==> src/rtl/demux_32_bit_4sel_buf_pkg.sv <==
// Shared definitions for the buffered 1-to-4 distributor: channel count,
// destination select encodings and the select-to-channel decode.
package demux_32_bit_4sel_buf_pkg;

  localparam int NUM_CH = 4;

  localparam logic [1:0] SEL_CH0 = 2'b00;
  localparam logic [1:0] SEL_CH1 = 2'b01;
  localparam logic [1:0] SEL_CH2 = 2'b10;
  localparam logic [1:0] SEL_CH3 = 2'b11;

  // One-hot channel mask for a destination select.
  function automatic logic [NUM_CH-1:0] sel_onehot(input logic [1:0] sel);
    logic [NUM_CH-1:0] oh;
    case (sel)
      SEL_CH0: oh = 4'b0001;
      SEL_CH1: oh = 4'b0010;
      SEL_CH2: oh = 4'b0100;
      SEL_CH3: oh = 4'b1000;
      default: oh = 4'b0000;
    endcase
    return oh;
  endfunction

endpackage

==> src/rtl/demux_32_bit_4sel_buf_chan_fifo.sv <==
// Per-channel synchronous FIFO with registered storage and occupancy count.
// Push is ignored when full and pop is ignored when empty.
module demux_32_bit_4sel_buf_chan_fifo
  import demux_32_bit_4sel_buf_pkg::*;
#(
  parameter int WIDTH = 32,
  parameter int DEPTH = 2
) (
  input  logic                   clk,
  input  logic                   rst,
  input  logic                   push,
  input  logic [WIDTH-1:0]       push_data,
  input  logic                   pop,
  output logic [WIDTH-1:0]       head,
  output logic [$clog2(DEPTH):0] count,
  output logic                   full,
  output logic                   empty
);

  localparam int AW = $clog2(DEPTH);
  localparam int CW = AW + 1;

  logic [WIDTH-1:0] mem_q [DEPTH];
  logic [AW-1:0]    wr_ptr_q, wr_ptr_d;
  logic [AW-1:0]    rd_ptr_q, rd_ptr_d;
  logic [CW-1:0]    count_q, count_d;
  logic             push_s, pop_s;

  assign full   = (count_q == CW'(DEPTH));
  assign empty  = (count_q == {CW{1'b0}});
  assign push_s = push & ~full;
  assign pop_s  = pop & ~empty;
  assign head   = mem_q[rd_ptr_q];
  assign count  = count_q;

  // DEPTH is a power of two, so pointer wrap is the natural overflow.
  always_comb begin
    wr_ptr_d = wr_ptr_q;
    rd_ptr_d = rd_ptr_q;
    count_d  = count_q;
    if (push_s) begin
      wr_ptr_d = wr_ptr_q + AW'(1);
    end else begin
      wr_ptr_d = wr_ptr_q;
    end
    if (pop_s) begin
      rd_ptr_d = rd_ptr_q + AW'(1);
    end else begin
      rd_ptr_d = rd_ptr_q;
    end
    case ({push_s, pop_s})
      2'b10:   count_d = count_q + CW'(1);
      2'b01:   count_d = count_q - CW'(1);
      default: count_d = count_q;
    endcase
  end

  always_ff @(posedge clk) begin
    if (!rst) begin
      for (int i = 0; i < DEPTH; i++) begin
        mem_q[i] <= {WIDTH{1'b0}};
      end
      wr_ptr_q <= {AW{1'b0}};
      rd_ptr_q <= {AW{1'b0}};
      count_q  <= {CW{1'b0}};
    end else begin
      if (push_s) begin
        mem_q[wr_ptr_q] <= push_data;
      end
      wr_ptr_q <= wr_ptr_d;
      rd_ptr_q <= rd_ptr_d;
      count_q  <= count_d;
    end
  end

endmodule

==> src/rtl/demux_32_bit_4sel_buf.sv <==
// Buffered 1-to-4 distributor: routes each accepted word into the FIFO of the
// selected channel; every channel drains through its own valid/ready port.
module demux_32_bit_4sel_buf
  import demux_32_bit_4sel_buf_pkg::*;
#(
  parameter int WIDTH = 32,
  parameter int DEPTH = 2
) (
  input  logic                   clk,
  input  logic                   rst,
  input  logic [WIDTH-1:0]       in_data,
  input  logic [1:0]             in_sel,
  input  logic                   in_valid,
  output logic                   in_ready,
  output logic [WIDTH-1:0]       out_data_0,
  output logic [WIDTH-1:0]       out_data_1,
  output logic [WIDTH-1:0]       out_data_2,
  output logic [WIDTH-1:0]       out_data_3,
  output logic                   out_valid_0,
  output logic                   out_valid_1,
  output logic                   out_valid_2,
  output logic                   out_valid_3,
  input  logic                   out_ready_0,
  input  logic                   out_ready_1,
  input  logic                   out_ready_2,
  input  logic                   out_ready_3,
  output logic [$clog2(DEPTH):0] count_0,
  output logic [$clog2(DEPTH):0] count_1,
  output logic [$clog2(DEPTH):0] count_2,
  output logic [$clog2(DEPTH):0] count_3,
  output logic                   busy
);

  logic [WIDTH-1:0]       head_s  [NUM_CH];
  logic [$clog2(DEPTH):0] cnt_s   [NUM_CH];
  logic [NUM_CH-1:0]      push_s;
  logic [NUM_CH-1:0]      ready_s;
  logic [NUM_CH-1:0]      full_s;
  logic [NUM_CH-1:0]      empty_s;

  // Readiness looks only at the registered fullness of the target channel,
  // so a same-cycle pop on a full channel never admits a push.
  assign in_ready = rst & ~full_s[in_sel];
  assign push_s   = sel_onehot(in_sel) & {NUM_CH{in_valid & in_ready}};
  assign ready_s  = {out_ready_3, out_ready_2, out_ready_1, out_ready_0};

  for (genvar k = 0; k < NUM_CH; k++) begin : g_ch
    demux_32_bit_4sel_buf_chan_fifo #(
      .WIDTH(WIDTH),
      .DEPTH(DEPTH)
    ) u_fifo (
      .clk      (clk),
      .rst      (rst),
      .push     (push_s[k]),
      .push_data(in_data),
      .pop      (ready_s[k]),
      .head     (head_s[k]),
      .count    (cnt_s[k]),
      .full     (full_s[k]),
      .empty    (empty_s[k])
    );
  end

  assign out_data_0  = head_s[0];
  assign out_data_1  = head_s[1];
  assign out_data_2  = head_s[2];
  assign out_data_3  = head_s[3];
  assign out_valid_0 = ~empty_s[0];
  assign out_valid_1 = ~empty_s[1];
  assign out_valid_2 = ~empty_s[2];
  assign out_valid_3 = ~empty_s[3];
  assign count_0     = cnt_s[0];
  assign count_1     = cnt_s[1];
  assign count_2     = cnt_s[2];
  assign count_3     = cnt_s[3];
  assign busy        = ~(&empty_s);

endmodule
==> config.mk <==
export PLATFORM = sky130hd
export DESIGN_NAME = demux_32_bit_4sel_buf
export DESIGN_NICKNAME = d
export VERILOG_FILES = /design/src/rtl/demux_32_bit_4sel_buf_pkg.sv /design/src/rtl/demux_32_bit_4sel_buf_chan_fifo.sv /design/src/rtl/demux_32_bit_4sel_buf.sv
export SDC_FILE = /design/constraint.sdc
export NUM_CORES = 1
export LEC_CHECK = 0
export CAP_MARGIN = 0
export CORE_MARGIN = 2
export CORE_UTILIZATION = 51
export CTS_BUF_LIST = sky130_fd_sc_hd__clkbuf_4 sky130_fd_sc_hd__clkbuf_8 sky130_fd_sc_hd__clkbuf_16
export DETAILED_ROUTE_END_ITERATION = 6
export DONT_BUFFER_PORTS = 1
export GPL_TIMING_DRIVEN = 0
export PLACE_DENSITY = 0.69
export REMOVE_ABC_BUFFERS = 1
export SYNTH_ARGS = -nofsm -noshare
export SYNTH_HDL_FRONTEND = slang
export SYNTH_SLANG_ARGS = --single-unit
==> constraint.sdc <==
create_clock -name clk -period 3.8 [get_ports clk]
set_clock_uncertainty 0.05 [all_clocks]
set_input_delay 0.76 -clock clk [delete_from_list [all_inputs] [get_ports clk]]
set_output_delay 0.76 -clock clk [all_outputs]
set_load 0.1 [all_outputs]
Yosys cells after proc, flatten, opt, wreduce, memory -nomap -nowiden

Memory sizes are Yosys's and may differ from the RTL's. A register that Yosys moved wholly into a read port is not among the register bits.
Cells that the tools add are included.

Magnitude comparators: 1
Add/sub/neg operators: 16
Bitwise gates (word level): 21
Mux-type cells: 40
Equality and inequality tests: 15
Reduce and logical (&&, ||, !) cells: 14

Operators with widths:

| kind                                                | count |
|---|---|
| two-way mux 32 bit                                  | 4 |
| OR reduction 32 bit                                 | 4 |
| two-way mux 1 bit                                   | 30 |
| equality test 2 bit, second input constant          | 10 |
| case mux 2 bit (2 select lines)                     | 4 |
| case mux 4 bit (4 select lines)                     | 1 |
| AND 1 bit                                           | 10 |
| equality test 2 x 1 -> 1 bit, second input constant | 5 |
| zero test 2 bit                                     | 5 |
| NOT 1 bit                                           | 10 |
| adder 1 bit, second input constant                  | 8 |
| adder 2 x 1 -> 2 bit, second input constant         | 4 |
| nonzero test 2 bit                                  | 4 |
| subtractor 2 x 1 -> 2 bit, second input constant    | 4 |
| AND 4 bit                                           | 1 |
| AND reduction 4 bit                                 | 1 |
| < comparator 2 x 3 -> 1 bit, second input constant  | 1 |
| binary-select mux 1 bit (select 2 bit)              | 1 |

Word-level logic and storage cells: 123
Output and inout port bits: 142
Memories kept: 4
RAM bits: 256
Bits in registers: 16

Memory list:

| name                 | depth | width | rd ports | clocked after memory_dff | wr ports | line                                  | source |
|---|---|---|---|---|---|---|---|
| g_ch[0].u_fifo.mem_q | 2     | 32    | 1        | 1                        | 2        | demux_32_bit_4sel_buf_chan_fifo.sv:23 | `logic [WIDTH-1:0] mem_q [DEPTH];` |
| g_ch[1].u_fifo.mem_q | 2     | 32    | 1        | 1                        | 2        | demux_32_bit_4sel_buf_chan_fifo.sv:23 |  |
| g_ch[2].u_fifo.mem_q | 2     | 32    | 1        | 1                        | 2        | demux_32_bit_4sel_buf_chan_fifo.sv:23 |  |
| g_ch[3].u_fifo.mem_q | 2     | 32    | 1        | 1                        | 2        | demux_32_bit_4sel_buf_chan_fifo.sv:23 |  |

Depth between registers and ports, before layout

Gate-level depths: netlist (run 1).

Depth after elaboration: 13
Mapped depth: 7

Cells and area by module

Synthesis (run 1) repeated with hierarchy kept, for this count alone.

Cell total of the unflattened synthesis: 949
Area, all modules: 11977.7 um^2

Modules (own cells, without submodules):

| module                          | times used | sequential area each (um^2) | area an instance (um^2) | cells each |
|---|---|---|---|---|
| demux_32_bit_4sel_buf_chan_fifo | 4          | 2021.9                      | 2972.9                  | 234 |
| demux_32_bit_4sel_buf           | 1          | 0.0                         | 86.3                    | 13 |

Least setup slack after synthesis (run 1)

OpenSTA, ideal clock, no wires.

Path kind: reg-to-reg
Start point: reg g_ch[1].u_fifo.count_q[0]
End point: mem g_ch[1].u_fifo.mem_q[0][0] (enable)
Cell stages (with the launch flop): 4
Data arrival time: 3.701 ns
Period minus slack after synthesis: 4.217 ns
Slack: -0.417 ns
Cell sequence: dfxtp_1 nand2b_1 nand3_1 o21ai_0

RTL lines:

| item                     | line                                  | source |
|---|---|---|
| start: declaration       | demux_32_bit_4sel_buf_chan_fifo.sv:26 | `logic [CW-1:0] count_q, count_d;` |
| start signal: assignment | demux_32_bit_4sel_buf_chan_fifo.sv:65 | `count_q <= {CW{1'b0}};` |
| start signal: assignment | demux_32_bit_4sel_buf_chan_fifo.sv:72 | `count_q <= count_d;` |
| end: declaration         | demux_32_bit_4sel_buf_chan_fifo.sv:23 |  |

Worst setup path in the final report (run 1)

Start point: reg g_ch[3].u_fifo.count_q[1]
End point: out busy

Word-level cells in the longest chain between the ends: 3

RTL lines:

| item                     | line                                  | source |
|---|---|---|
| start: declaration       | demux_32_bit_4sel_buf_chan_fifo.sv:26 |  |
| start signal: assignment | demux_32_bit_4sel_buf_chan_fifo.sv:65 |  |
| start signal: assignment | demux_32_bit_4sel_buf_chan_fifo.sv:72 |  |
| zero test 2 bit          | demux_32_bit_4sel_buf_chan_fifo.sv:30 | `assign empty = (count_q == {CW{1'b0}});` |
| AND reduction 4 bit      | demux_32_bit_4sel_buf.sv:76           | `assign busy = ~(&empty_s);` |
| NOT 1 bit                | demux_32_bit_4sel_buf.sv:76           |  |
| end: declaration         | demux_32_bit_4sel_buf.sv:31           | `output logic busy` |

Every way passes these cells.

==> results_dict.tcl, run 1 <==
set metrics [dict create \
    hold_depth 1 \
    cts_buffer_depth 3 \
    slew_headroom_pct 23.6 \
    syn_to_final_growth_pct 12.6 \
    die_h_um 159 \
    diodes 0 \
    cts_root_buffer "clkbuf_16" \
    period_minus_slack_ps 3700 \
    clkSlewWorstSetupHoldPaths_ps 60 \
    synthArstFlopShare_pct 0 \
    synth-edff-count 256 \
    wire_per_inst_um 23.7 \
    synth_warnings 0 \
    rsz0062_at_grt "no" \
    synth_seq_cells 276 \
    synthFlopType "edfxtp_1" \
    critPathKind "flop to output pin" \
    final_util_pct 58.4 \
    antenna_left 0 \
    netlist_instances 795 \
    final_layout_size_suffix_gt1_share_pct 25.5 \
    syn_area_um2 12200 \
    first_iter_violations 384 \
    yosysSeqAreaShare_pct 66.4 \
    layout.nets 849 \
    cp-end-kind "output pin" \
    portBuffers 0 \
    period_share_pct 97.4 \
    overflow 0 \
    clock_latency_ps 520 \
    clock.fmax_ghz 0.270 \
    grt_use_total_pct 21.4 \
    maxCapViolCount 0 \
    drcViolationCount 0 \
    path_max_fanout 6 \
    vias_per_cell 5.44 \
    final_common_cell "and2_1" \
    final-seq-area_um2 8100 \
    start_util_pct 51.9 \
    dpl_cell_area_um2 12800 \
    first_global_vias 6620 \
    ir_drop_v 0.000422 \
    setup_violations 0 \
    antenna_found_initial 0 \
    power_density_nw_per_um2 561 \
    core_um2 23500 \
    die_area_um2 25100 \
    most-common-layout-cells "and2_1 (260), edfxtp_1 (256), mux2_2 (109)" \
    grt_pass1_wl_um 39500 \
    routed_wl_um 27100 \
    outcome "completed" \
    cts.sinks 276 \
    dp_hpwl_um 18400 \
    dr.pass1.iters 4 \
    required_ps 2990 \
    cts-htree-levels 1 \
    ios 183 \
    postCtsSetupBuffers 0 \
    final_cell_area_um2 13700 \
    numCtsBuffers 27 \
    slew_viol_final 0 \
    grt_max_degree 34 \
    cts_tree "yes" \
    multi_input_area_um2 3890 \
    hold_path.class "input port to flop" \
    vias 6219 \
    finalHoldViolations 0 \
    leakage_nw 5.08 \
    regToRegSetupSlack_ps 280 \
    syn_avg_cell_area_um2 15.3 \
    reg2reg_depth 4 \
    yosysUniqueCellTypes 35 \
    gp_congestion 0.734 \
    cp.arrival_ps 2890 \
    worstMarginPinSlew_ps 1140 \
    rows 56 \
    fill_cells 1786 \
    die_x_um 159 \
    startpoint_type "flop" \
]
[per-stage QoR]
stage	setup WS, ps	total power, mW	instances	hold slack, ps	setup TNS (ps)
floorplan	-417	4.94	751	435	-13340
global placement	-2670	5.09	1070	448	-353400
detailed placement	-16.0	5.15	1094	481	-232
CTS	42.7	7.75	1143	281	0
global route	17.0	7.89	1143	300	0
finish	97.1	7.70	1143	306	0
[layer usage]
layer	track usage [%]	up-vias	routed length [µm]
li1	-	2851	-
met1	27.0	3128	11000
met2	38.3	214	13800
met3	4.98	26	1980
met4	3.78	0	314
met5	0	-	0
[final cells by class]
cell class | count | share of cell area [%]
clock buffers | 40 | 5.68
well taps | 319 | 2.91
multi-input cells | 475 | 28.3
clock inverters | 9 | 0.702
flip-flops and latches | 276 | 59.0
repair buffers | 24 | 3.37
[synth_stat cells, types with 4 or more instances]
library cell / count / area (µm²)
o21a_1: 4 / 30.0
xnor2_1: 12 / 105
nand2_1: 5 / 18.8
nor4b_4: 4 / 95.1
mux2_2: 109 / 1230
buf_6: 9 / 101
nor2b_1: 10 / 62.6
buf_2: 27 / 135
clkbuf_1: 7 / 26.3
dfxtp_1: 20 / 400
nand2b_1: 6 / 37.5
and2_1: 260 / 1630
or3_1: 7 / 43.8
mux2_1: 19 / 214
mux2i_1: 5 / 50.1
ha_1: 4 / 50.1
edfxtp_1: 256 / 7690
o21ai_0: 5 / 25.0
[path summary, 6_finish.rpt]
path / from / endpoint
max reg2reg: g_ch[2].u_fifo.count[0] / g_ch[2].u_fifo.mem_q[1][17]
min: rst / g_ch[2].u_fifo.count[0]
min reg2reg: g_ch[1].u_fifo.rd_ptr_q / g_ch[1].u_fifo.rd_ptr_q
max: g_ch[3].u_fifo.count[1] / busy
[flip-flops by register name, summed over array words and instances, names as in the netlist, named ones only]
signal	count
g_ch.u_fifo.mem_q	256
g_ch.u_fifo.wr_ptr_q	4
g_ch.u_fifo.rd_ptr_q	4
g_ch.u_fifo.count	8
[worst max-delay path, stage by stage, from the launching register on]
cell and delay (ps):
dfxtp_1 1030, or2_1 850, or4_4 480
[timing repair]
item / 4_1_cts / 5_1_grt
hold buffers: 0 / 0
setup endpoints to repair: 20 / 1
gates resized for setup: 3 / 1
[logic make-up after synthesis]
family	share of synthesized area [%]
DFF	66.4
AOI/OAI and AO/OA	0.955
buffers and inverters	2.22
and+or+nand+nor	16.9
adders and majority gates	0.411
xor gates and xnor gates	0.863
muxes	12.2
[power breakdown]
group	internal [mW]	total, mW	switching [mW]
combinational	0.246	1.49	1.25
clock	1.55	2.61	1.06
sequential	3.46	3.59	0.132
total	5.26	7.70	2.44
Note: power is estimated with default switching activity, not from simulation.
==> run 2: changes to the inputs <==
- CAP_MARGIN: 0 -> 20
- PLACE_DENSITY: 0.69 -> 0.74
==> run 2 against run 1 <==
Effect of this change:
- setup slack improved by 190 ps
- first-iteration DRC count fell by 29%
- critical endpoint unchanged
- hold slack got worse by 5.9 ps
- design area rose by 1.3%
- largest cell class unchanged
- register-to-register slack improved by 680 ps
- critical path type unchanged
- core utilization rose by 0.75 points
==> results_dict.tcl, run 2 (synthesis results as in run 1) <==
set metrics [dict create \
    top_register "g_ch.u_fifo.mem_q" \
    startpoint_type "flop" \
    cts-htree-levels 1 \
    setup_violations 0 \
    critical-path-slowest-cell "or4_1" \
    dr.pass1.iters 5 \
    final_cells 1150 \
    antenna_found_initial 0 \
    place_ws_ps 235 \
    vias 6286 \
    holdBufCountCts 0 \
    portBuffers 0 \
    post-place-cells 1098 \
    largest_reg_flops 256 \
    hold_path.class "input port to flop" \
    cp-end-kind "output pin" \
    routed_wl_um 26100 \
    grt_pass1_wl_um 38300 \
    slew_headroom_pct 32.4 \
    die_area_um2 25100 \
    reg2reg_from "g_ch[1].u_fifo.count[0]" \
    die_x_um 159 \
    numCtsBuffers 28 \
    core_um2 23500 \
    cts_tree "yes" \
    clock.fmax_ghz 0.284 \
    vias_per_cell 5.47 \
    clkSlewWorstSetupHoldPaths_ps 60 \
    wire_per_inst_um 22.7 \
    clock_latency_ps 530 \
    slew_viol_final 0 \
    power_mw 7.94 \
    cp_slowest_stage_delay_ps 1040 \
    fin_tns_setup_ps 0 \
    final_util_pct 59.2 \
    antenna_left 0 \
    cts_buffer_depth 3 \
    cts.sinks 276 \
    first_iter_violations 272 \
    rows 56 \
    ir_drop_v 0.000381 \
    most-common-layout-cells "and2_1 (260), edfxtp_1 (256), mux2_2 (109)" \
    diodes 0 \
    r2r-end "g_ch[1].u_fifo.mem_q[1][18]" \
    min_to "g_ch[1].u_fifo.count[0]" \
    dp_hpwl_um 17800 \
    drcViolationCount 0 \
    regToRegSetupSlack_ps 960 \
    period_share_pct 92.5 \
    gp_congestion 0.695 \
    ios 183 \
    cp.arrival_ps 2710 \
    required_ps 2990 \
    worstPathCellList "or2_2, or4_1" \
    finalHoldViolations 0 \
    final_common_cell "and2_1" \
    final_layout_size_suffix_gt1_share_pct 26.4 \
    cts_root_buffer "clkbuf_16" \
    hold_depth 1 \
    outcome "completed" \
    worstMarginPinSlew_ps 1010 \
    period_minus_slack_ps 3520 \
    setup_slack_ps 284 \
    syn_to_final_growth_pct 14.0 \
    maxCapViolCount 0 \
    die_h_um 159 \
    power_density_nw_per_um2 571 \
    grt_max_degree 33 \
    leakage_nw 5.16 \
    start_util_pct 51.9 \
    path_max_fanout 6 \
    rsz0062_at_grt "no" \
    overflow 0 \
    reg2reg_depth 5 \
    first_global_vias 6380 \
    critPathKind "flop to output pin" \
    hold_start "rst" \
    grt_use_total_pct 20.8 \
    layout.nets 854 \
]
==> run 2: changes by cell type in the layout (fill, tap and decap cells not counted), sizes merged <==
cell	change
bufinv	+1
clkinv	+4
buf	+4
inv	-1
clkinvlp	+1
clkbuf	-2
==> run 2: metrics by stage <==
step / hold slack, ps / cell area [µm²]
floorplan: 435 / 11900
global placement: 449 / 12300
detailed placement: 476 / 12900
CTS: 280 / 13900
global route: 279 / 13900
finish: 300 / 13900
==> run 2: cell type report <==
class,count,area [µm²]
well taps,319,399
repair buffers,28,524
clock buffers,38,841
clock inverters,14,148
flip-flops and latches,276,8100
multi-input cells,475,3880
fillers,1763,9580
==> run 2: worst max-delay path: cells and delay by family, from the launching register on <==
kind / cells / cell delay, ps
simple gates: 2 / 1650
flops: 1 / 510
==> run 2: what timing repair did <==
item | CTS | global route
gates resized for setup | 7 | 1
setup endpoints to repair | 1 | 1
setup buffers | 0 | 0
pin swaps | 0 | 0
==> run 2: metal layers <==
metal  part of all wire (%)  track usage (%)  wire (µm)  up-vias
li1                       -                -          -     2854
met1                     40             25.7      10400     3165
met2                     49             35.5      12800      219
met3                    8.9             6.15       2310       48
met4                    2.2             5.75        573        0
met5                      0                0          0        -
==> run 2: how the worst max path moves through the flow <==
stage,from,end,slack [ps],depth (start not counted)
after floorplan,g_ch[1].u_fifo.count[0],g_ch[1].u_fifo.mem_q[0][0],-420,3
after global placement,g_ch[1].u_fifo.count[0],g_ch[1].u_fifo.mem_q[0][16],-2560,3
after detailed placement,g_ch[3].u_fifo.count[0],busy,240,2
after CTS,g_ch[0].u_fifo.count[1],busy,20,2
after global routing,g_ch[3].u_fifo.count[1],busy,240,2
final,g_ch[3].u_fifo.count[1],busy,280,2
==> run 2: report_power, final <==
part           switching, mW  leakage, nW  internal (mW)  total [mW]
registers              0.119         2.82           3.46        3.58
clock network           1.11        0.494           1.75        2.86
logic                   1.26         1.84          0.249        1.51
